## config.mk

```make
export PLATFORM = sky130hd
export DESIGN_NAME = axis_frame_pad
export DESIGN_NICKNAME = d
export VERILOG_FILES = /design/src/rtl/axis_frame_pad.sv
export SDC_FILE = /design/constraint.sdc
export NUM_CORES = 1
export LEC_CHECK = 0
export CAP_MARGIN = 20
export CORE_MARGIN = 2
export CORE_UTILIZATION = 55
export CTS_BUF_LIST = sky130_fd_sc_hd__clkbuf_16
export DETAILED_ROUTE_END_ITERATION = 8
export DONT_BUFFER_PORTS = 1
export GPL_ROUTABILITY_DRIVEN = 1
export PLACE_DENSITY = 0.7
export SYNTH_ARGS = -nofsm -noshare
export SYNTH_HDL_FRONTEND = slang
export SYNTH_SLANG_ARGS = --single-unit
```

## constraint.sdc

```tcl
create_clock -name clk -period 2.7 [get_ports clk]
set_clock_uncertainty 0.2 [all_clocks]
set_input_delay 0.405 -clock clk [delete_from_list [all_inputs] [get_ports clk]]
set_output_delay 0.405 -clock clk [all_outputs]
set_load 0.005 [all_outputs]
```

## src/rtl/axis_frame_pad.sv

```systemverilog
// AXI-Stream frame padder: appends zero beats so each frame's length is a multiple
// of PAD_BEATS. Output register stage with one-beat latency.
module axis_frame_pad #(
  parameter int DATA_WIDTH = 32,
  parameter int KEEP_WIDTH = DATA_WIDTH/8,
  parameter int PAD_BEATS  = 4,
  parameter int ID_WIDTH   = 8,
  parameter int DEST_WIDTH = 8,
  parameter int USER_WIDTH = 1
) (
  input  logic                  clk,
  input  logic                  rst,

  input  logic [DATA_WIDTH-1:0] s_axis_tdata,
  input  logic [KEEP_WIDTH-1:0] s_axis_tkeep,
  input  logic                  s_axis_tvalid,
  output logic                  s_axis_tready,
  input  logic                  s_axis_tlast,
  input  logic [ID_WIDTH-1:0]   s_axis_tid,
  input  logic [DEST_WIDTH-1:0] s_axis_tdest,
  input  logic [USER_WIDTH-1:0] s_axis_tuser,

  output logic [DATA_WIDTH-1:0] m_axis_tdata,
  output logic [KEEP_WIDTH-1:0] m_axis_tkeep,
  output logic                  m_axis_tvalid,
  input  logic                  m_axis_tready,
  output logic                  m_axis_tlast,
  output logic [ID_WIDTH-1:0]   m_axis_tid,
  output logic [DEST_WIDTH-1:0] m_axis_tdest,
  output logic [USER_WIDTH-1:0] m_axis_tuser
);

  localparam int CNT_WIDTH = (PAD_BEATS > 1) ? $clog2(PAD_BEATS) : 1;
  localparam logic [CNT_WIDTH-1:0] CNT_LAST = CNT_WIDTH'(PAD_BEATS - 1);

  typedef enum logic {PASS = 1'b0, PAD = 1'b1} state_t;

  state_t                state, state_next;
  logic [CNT_WIDTH-1:0]  cnt, cnt_next, cnt_wrap;
  logic [ID_WIDTH-1:0]   pad_id, pad_id_next;
  logic [DEST_WIDTH-1:0] pad_dest, pad_dest_next;
  logic [USER_WIDTH-1:0] pad_user, pad_user_next;

  logic [DATA_WIDTH-1:0] data_next;
  logic [KEEP_WIDTH-1:0] keep_next;
  logic                  valid_next, last_next;
  logic [ID_WIDTH-1:0]   id_next;
  logic [DEST_WIDTH-1:0] dest_next;
  logic [USER_WIDTH-1:0] user_next;

  logic load_ok, accept;

  // Both ports use standard valid/ready: a beat moves on a rising edge where valid
  // and ready are both high; a valid beat holds all its fields until it moves.
  assign load_ok       = !m_axis_tvalid || m_axis_tready;
  assign s_axis_tready = !rst && (state == PASS) && load_ok;
  assign accept        = s_axis_tvalid && s_axis_tready;
  assign cnt_wrap      = (cnt == CNT_LAST) ? '0 : cnt + CNT_WIDTH'(1);

  always_comb begin
    state_next    = state;
    cnt_next      = cnt;
    pad_id_next   = pad_id;
    pad_dest_next = pad_dest;
    pad_user_next = pad_user;
    data_next     = m_axis_tdata;
    keep_next     = m_axis_tkeep;
    valid_next    = m_axis_tvalid;
    last_next     = m_axis_tlast;
    id_next       = m_axis_tid;
    dest_next     = m_axis_tdest;
    user_next     = m_axis_tuser;

    case (state)
      PASS: begin
        if (accept) begin
          data_next  = s_axis_tdata;
          keep_next  = s_axis_tkeep;
          valid_next = 1'b1;
          id_next    = s_axis_tid;
          dest_next  = s_axis_tdest;
          user_next  = s_axis_tuser;
          if (!s_axis_tlast) begin
            last_next = 1'b0;
            cnt_next  = cnt_wrap;
          end else if (cnt == CNT_LAST) begin
            last_next = 1'b1;
            cnt_next  = '0;
          end else begin
            // Short frame: hold back tlast and remember the sideband for the pad beats.
            last_next     = 1'b0;
            pad_id_next   = s_axis_tid;
            pad_dest_next = s_axis_tdest;
            pad_user_next = s_axis_tuser;
            cnt_next      = cnt + CNT_WIDTH'(1);
            state_next    = PAD;
          end
        end else if (m_axis_tready) begin
          valid_next = 1'b0;
        end
      end
      PAD: begin
        if (load_ok) begin
          data_next  = '0;
          keep_next  = '1;
          valid_next = 1'b1;
          id_next    = pad_id;
          dest_next  = pad_dest;
          user_next  = pad_user;
          last_next  = (cnt == CNT_LAST);
          if (cnt == CNT_LAST) begin
            cnt_next   = '0;
            state_next = PASS;
          end else begin
            cnt_next = cnt + CNT_WIDTH'(1);
          end
        end
      end
      default: ;
    endcase
  end

  always_ff @(posedge clk) begin
    if (rst) begin
      state         <= PASS;
      cnt           <= '0;
      pad_id        <= '0;
      pad_dest      <= '0;
      pad_user      <= '0;
      m_axis_tdata  <= '0;
      m_axis_tkeep  <= '0;
      m_axis_tvalid <= 1'b0;
      m_axis_tlast  <= 1'b0;
      m_axis_tid    <= '0;
      m_axis_tdest  <= '0;
      m_axis_tuser  <= '0;
    end else begin
      state         <= state_next;
      cnt           <= cnt_next;
      pad_id        <= pad_id_next;
      pad_dest      <= pad_dest_next;
      pad_user      <= pad_user_next;
      m_axis_tdata  <= data_next;
      m_axis_tkeep  <= keep_next;
      m_axis_tvalid <= valid_next;
      m_axis_tlast  <= last_next;
      m_axis_tid    <= id_next;
      m_axis_tdest  <= dest_next;
      m_axis_tuser  <= user_next;
    end
  end

endmodule

```

# Yosys cells after proc, flatten, opt, wreduce, memory -nomap -nowiden
# Index checks and enable logic that the tools add are counted.
[totals] register_bits=75 latchBits=0 mem_bits_rw=0 mem_bits_ro=0 wordCells=61 memories=0
[op_classes] addsub=1 mul=0 div_mod_pow=0 order_cmp=0 eq_ne=4 shifts=0 muxes=33 bitwise_logic=2 reduce_logical=9
[op_table] op="32-bit two-way mux" n=2
[op_table] op="32-bit case mux with 2 select lines" n=1
[op_table] op="8-bit two-way mux" n=4
[op_table] op="8-bit case mux with 2 select lines" n=2
[op_table] op="1-bit two-way mux" n=13
[op_table] op="4-bit two-way mux" n=2
[op_table] op="1-bit case mux with 2 select lines" n=4
[op_table] op="4-bit case mux with 2 select lines" n=1
[op_table] op="2-bit two-way mux" n=3
[op_table] op="2-bit case mux with 2 select lines" n=1
[op_table] op="2-bit AND reduction" n=2
[op_table] op="4-bit AND reduction" n=1
[op_table] op="1-bit logical AND" n=3
[op_table] op="3-bit != test, second input constant" n=1
[op_table] op="2-bit by 1-bit adder with 2-bit output, second input constant" n=1
[op_table] op="2-bit == test, second input constant" n=1
[op_table] op="1-bit zero test" n=2
[op_table] op="2-bit by 1-bit != test with 1-bit output, second input constant" n=1
[op_table] op="2-bit != test, second input constant" n=1
[op_table] op="1-bit inverter" n=2
[op_table] op="1-bit logical OR" n=1

# Logic depth before layout (Yosys ltp)
[depth] depth_word=6 ltp_mapped=5 ltp_nobuf=4

# Worst setup path before layout
# No wires, ideal clock.
[synth_path] path_type="reg2reg" start="register cnt[0]" end="register pad_dest[1]" setup_ps=72 arrival_ps=1318 t_required_ps=2428 setup_slack_ps=1111 path_stages_with_launch=6 path_cell_list="dfxtp_1 ha_1 and4bb_1 and3_1 buf_6 mux2i_1"
[synth_via] elab_chain_cells=3
[synth_rtl] item="start: declaration" line="39" source="logic [CNT_WIDTH-1:0] cnt, cnt_next, cnt_wrap;"
[synth_rtl] item="start signal: assignment" line="139" source="cnt <= cnt_next;"
[synth_rtl] item="2-bit == test" line="86" source="end else if (cnt == CNT_LAST) begin"
[synth_rtl] item="1-bit inverter (no source line)"
[synth_rtl] item="4-bit AND reduction (no source line)"
[synth_rtl] item="end signal: assignment" line="141" source="pad_dest <= pad_dest_next;"
[synth_rtl] item="end: declaration" line="41" source="logic [DEST_WIDTH-1:0] pad_dest, pad_dest_next;"
# No other way between the ends.
# A chain may end at the register's enable or synchronous reset.

# Worst setup path after layout
[layout_path] start="register m_axis_tvalid" end="output s_axis_tready"
[layout_via] elab_chain_cells=3
[layout_rtl] item="start: declaration" line="25" source="output logic m_axis_tvalid,"
[layout_rtl] item="start signal: assignment" line="145" source="m_axis_tvalid <= valid_next;"
[layout_rtl] item="1-bit zero test" line="55" source="assign load_ok = !m_axis_tvalid || m_axis_tready;"
[layout_rtl] item="1-bit logical OR" line="55"
[layout_rtl] item="1-bit logical AND" line="56" source="assign s_axis_tready = !rst && (state == PASS) && load_ok;"
[layout_rtl] item="end: declaration" line="17" source="output logic s_axis_tready,"
# No other way between the ends.

==> summary.md <==
| Metric | Value |
|---|---|
| Status | complete, no violations |
| Max VDD drop | 0.484 mV |
| Buf/Inv on CP | 0 |
| Slowest stage delay, CP | 0.51 ns |
| Post-route ant nets | 0 |
| P_sw | 0.000611 W |
| Global route overflow | 0 |
| EDFF count, synth | 0 |
| CTS max path bufs | 2 |
| FILL cells | 434 |
| Top-Level Pins | 114 |
| First-pass DRT Iterations | 4 |
| Fin. max-slew vios | 0 |
| Final setup fails | 0 |
| Clock Latency Late Sink | 0.32 ns |
| Ant. Diodes | 0 |
| Maximum clock rate | 0.518 GHz |
| Clock Power Share | 44.9% |
| Max-cap violation count | 0 |
| CP arrival | 1.33 ns |
| Min-Delay Path Class | in2reg |
| Die Wd | 79.9 um |
| Root Buffer | clkbuf_16 |
| Synth area leaders | dfxtp_1 47%, a22o_1 8.9%, mux2i_1 8.2% |
| Core area | 5540 um2 |
| Tmin final | 1.93 ns |
| Vias per cell | 5.59 |
| Initial cell density of the core | 57.1% |
| Post-synthesis register bit count | 75 |
| 1st-iter DRT viols | 64 |
| Crit path max-delay family | simple AND/OR/NAND/NOR gates |
| Final period util | 71.5% |
| GRT Total Usage | 18.1% |
| # resized after CTS | 0 |
| Routability Congestion | 0.703 |
| Initial antenna violation count | 0 |
| H-tree depth | 3 |
| Reg2Reg Depth | 4 |
| Row count | 27 |
| Worst endpoint required time | 2.10 ns |
| Sw Ratio | 23.2% |
| Worst Hold Margin | 0.00746 ns |
| Most common cell in the netlist | dfxtp_1 |
| Hold Path Stages | 2 |
| Die area | 6380 um2 |
| Comb power frac | 8.4% |
| Synth warnings | 0 |
| First-pass GRT wire length | 8830 um |
| Cts bufs inserted | 9 |
| Cells after synthesis | 279 |
| Final hold vios | 0 |
| Dominant cell type by area after synthesis | dfxtp_1 |
| Nets | 333 |
| Flop pwr share | 46.8% |
| RSZ-0062 raised after global routing | no |
| Synth Net Count | 338 |
| Clk sinks | 75 |
| Routed WL | 5770 um |
| Routed vias | 1963 |
| Buffers on Ports | 0 |
| Final TNS setup | 0 ns |
| Area grow syn2layout | 8.50% |
| Clk slew on worst S/H paths | 0.06 ns |
| Leak | 1.36 nW |
| Ys async rst share | 0% |
| Share of cells above drive strength 1 | 19.4% |
| Netlist cell types | 30 |
| Top-area cell type share of the netlist area | 47.4% |
| Share of synthesized area occupied by flip-flops and latches | 47.4% |
| DR DRC count | 0 |
| CTS tree | yes |
| Internal power | 0.00202 W |
| Synth cell count leaders | 75 x dfxtp_1, 32 x a22o_1, 29 x nor2b_1 |
| Pre-CTS WS | 0.657 ns |
| Synth Flop Type | dfxtp_1 |
| P per Cell Area | 767 nW/um2 |
| Slew headroom | 48.9% |
| Die Ht | 79.9 um |
| Final WS setup | 0.768 ns |
| DP HPWL | 3840 um |
| Vias in the first global route | 1793 |
| Mapped cell area | 3170 um2 |
| DR WL/cell | 16.5 um |
| Crit-path cells | nor2b_1 -> nor3_1 |
| Worst Tran Pin Value | 0.763 ns |
| Crit. path cell count | 2 |
| Kind of critical path | reg2out |
| Worst Path Max Fanout | 7 |
| Largest net degree at the start of global routing | 72 |
| Syn avg cell area | 11.3 um2 |
| Crit end category | output pin |
| Critical path's slowest cell | nor2b_1 |
| Crit start category | flip-flop |
[path summary, 6_finish.rpt]
| kind | startpoint | to | slack, ns |
|---|---|---|---|
| worst max-delay path | m_axis_tvalid | s_axis_tready | 0.77 |
| worst min-delay path | s_axis_tvalid | m_axis_tvalid | 0.007 |
| worst max register to register | cnt[0] | pad_user | 0.77 |
| worst min register to register | pad_user | pad_user | 0.27 |
[cell usage in the layout, fill, tap and decap left out]
| master | n |
|---|---|
| dfxtp_1 | 75 |
| a22o_1 | 32 |
| nor2b_1 | 29 |
| mux2i_1 | 26 |
| nor2_1 | 19 |
| nand2b_1 | 19 |
| mux2_2 | 18 |
| nor3_1 | 11 |
| mux2_4 | 10 |
| clkbuf_16 | 9 |
| a21oi_1 | 4 |
| buf_4 | 3 |
| inv_6 | 2 |
| clkinvlp_4 | 2 |
| dlygate4sd3_1 | 2 |
| nor2b_4 | 1 |
| o21a_1 | 1 |
| o21ai_4 | 1 |
| inv_1 | 1 |
| and4bb_1 | 1 |
| and3_1 | 1 |
| nand3_4 | 1 |
| nand2b_2 | 1 |
| nor3_4 | 1 |
| or2_4 | 1 |
| a21oi_4 | 1 |
| o21ai_0 | 1 |
| nand3_1 | 1 |
| a221oi_1 | 1 |
| ha_1 | 1 |
| bufinv_16 | 1 |
| clkinv_2 | 1 |
| clkinv_4 | 1 |
[layer usage]
metal / GRT usage [%] / vias up / routed length (um)
li1: - / 969 / -
met1: 22.0 / 907 / 2530
met2: 27.4 / 78 / 2540
met3: 7.24 / 9 / 596
met4: 10.0 / 0 / 102
met5: 0 / - / 0
[registers in the layout, summed over array words and instances (netlist names)]
name	flops
m_axis_tlast	1
pad_user	1
m_axis_tdata	32
m_axis_tuser	1
cnt	2
m_axis_tid	8
m_axis_tvalid	1
m_axis_tdest	8
state	1
m_axis_tkeep	4
pad_id	8
pad_dest	8
[per-stage QoR]
stage	total power (W)	utilization (%)	instances	instance area (um2)
4_1_cts	0.00266	61.8	350	3420
3_3_place_gp	0.00147	56.2	333	3110
5_1_grt	0.00274	62.0	351	3430
3_5_place_dp	0.00148	56.2	333	3110
2_1_floorplan	0.00147	-	279	3170
6_report	0.00264	62.0	351	3430
[power groups by stage]
stage | Combinational, W | Sequential [W] | Clock, W
2_1_floorplan | 0.000227 | 0.00124 | 0
3_3_place_gp | 0.000213 | 0.00126 | 0
3_5_place_dp | 0.000219 | 0.00126 | 0
4_1_cts | 0.000223 | 0.00123 | 0.00120
5_1_grt | 0.000242 | 0.00124 | 0.00125
6_report | 0.000221 | 0.00123 | 0.00118
[cells by family (layout without fill, tap and decap cells)]
family | Yosys count | count (layout) | share of synthesized area [%]
compound gates | 41 | 41 | 11.2
fa+ha+maj | 1 | 1 | 0.395
mux | 54 | 54 | 19.4
flops | 75 | 75 | 47.4
buf+inv | 22 | 22 | 5.34
simple gates | 86 | 86 | 16.3
[what timing repair did]
| item | CTS | global route |
|---|---|---|
| endpoints found under the hold margin | 6 | 1 |
| setup buffers | 0 | 0 |
| hold buffers | 1 | 1 |
[final cells by class]
cell class	instances	area, um2	share of cell area, %
Clock buffer	9	225	6.56
Clock inverter	7	76.3	2.22
Inverter	1	3.75	0.109
Multi-Input combinational cell	182	1500	43.5
Sequential cell	75	1500	43.7
Tap cell	72	90.1	2.62
Timing Repair Buffer	5	42.5	1.24
No activity file was read; power rests on OpenSTA's default activity.
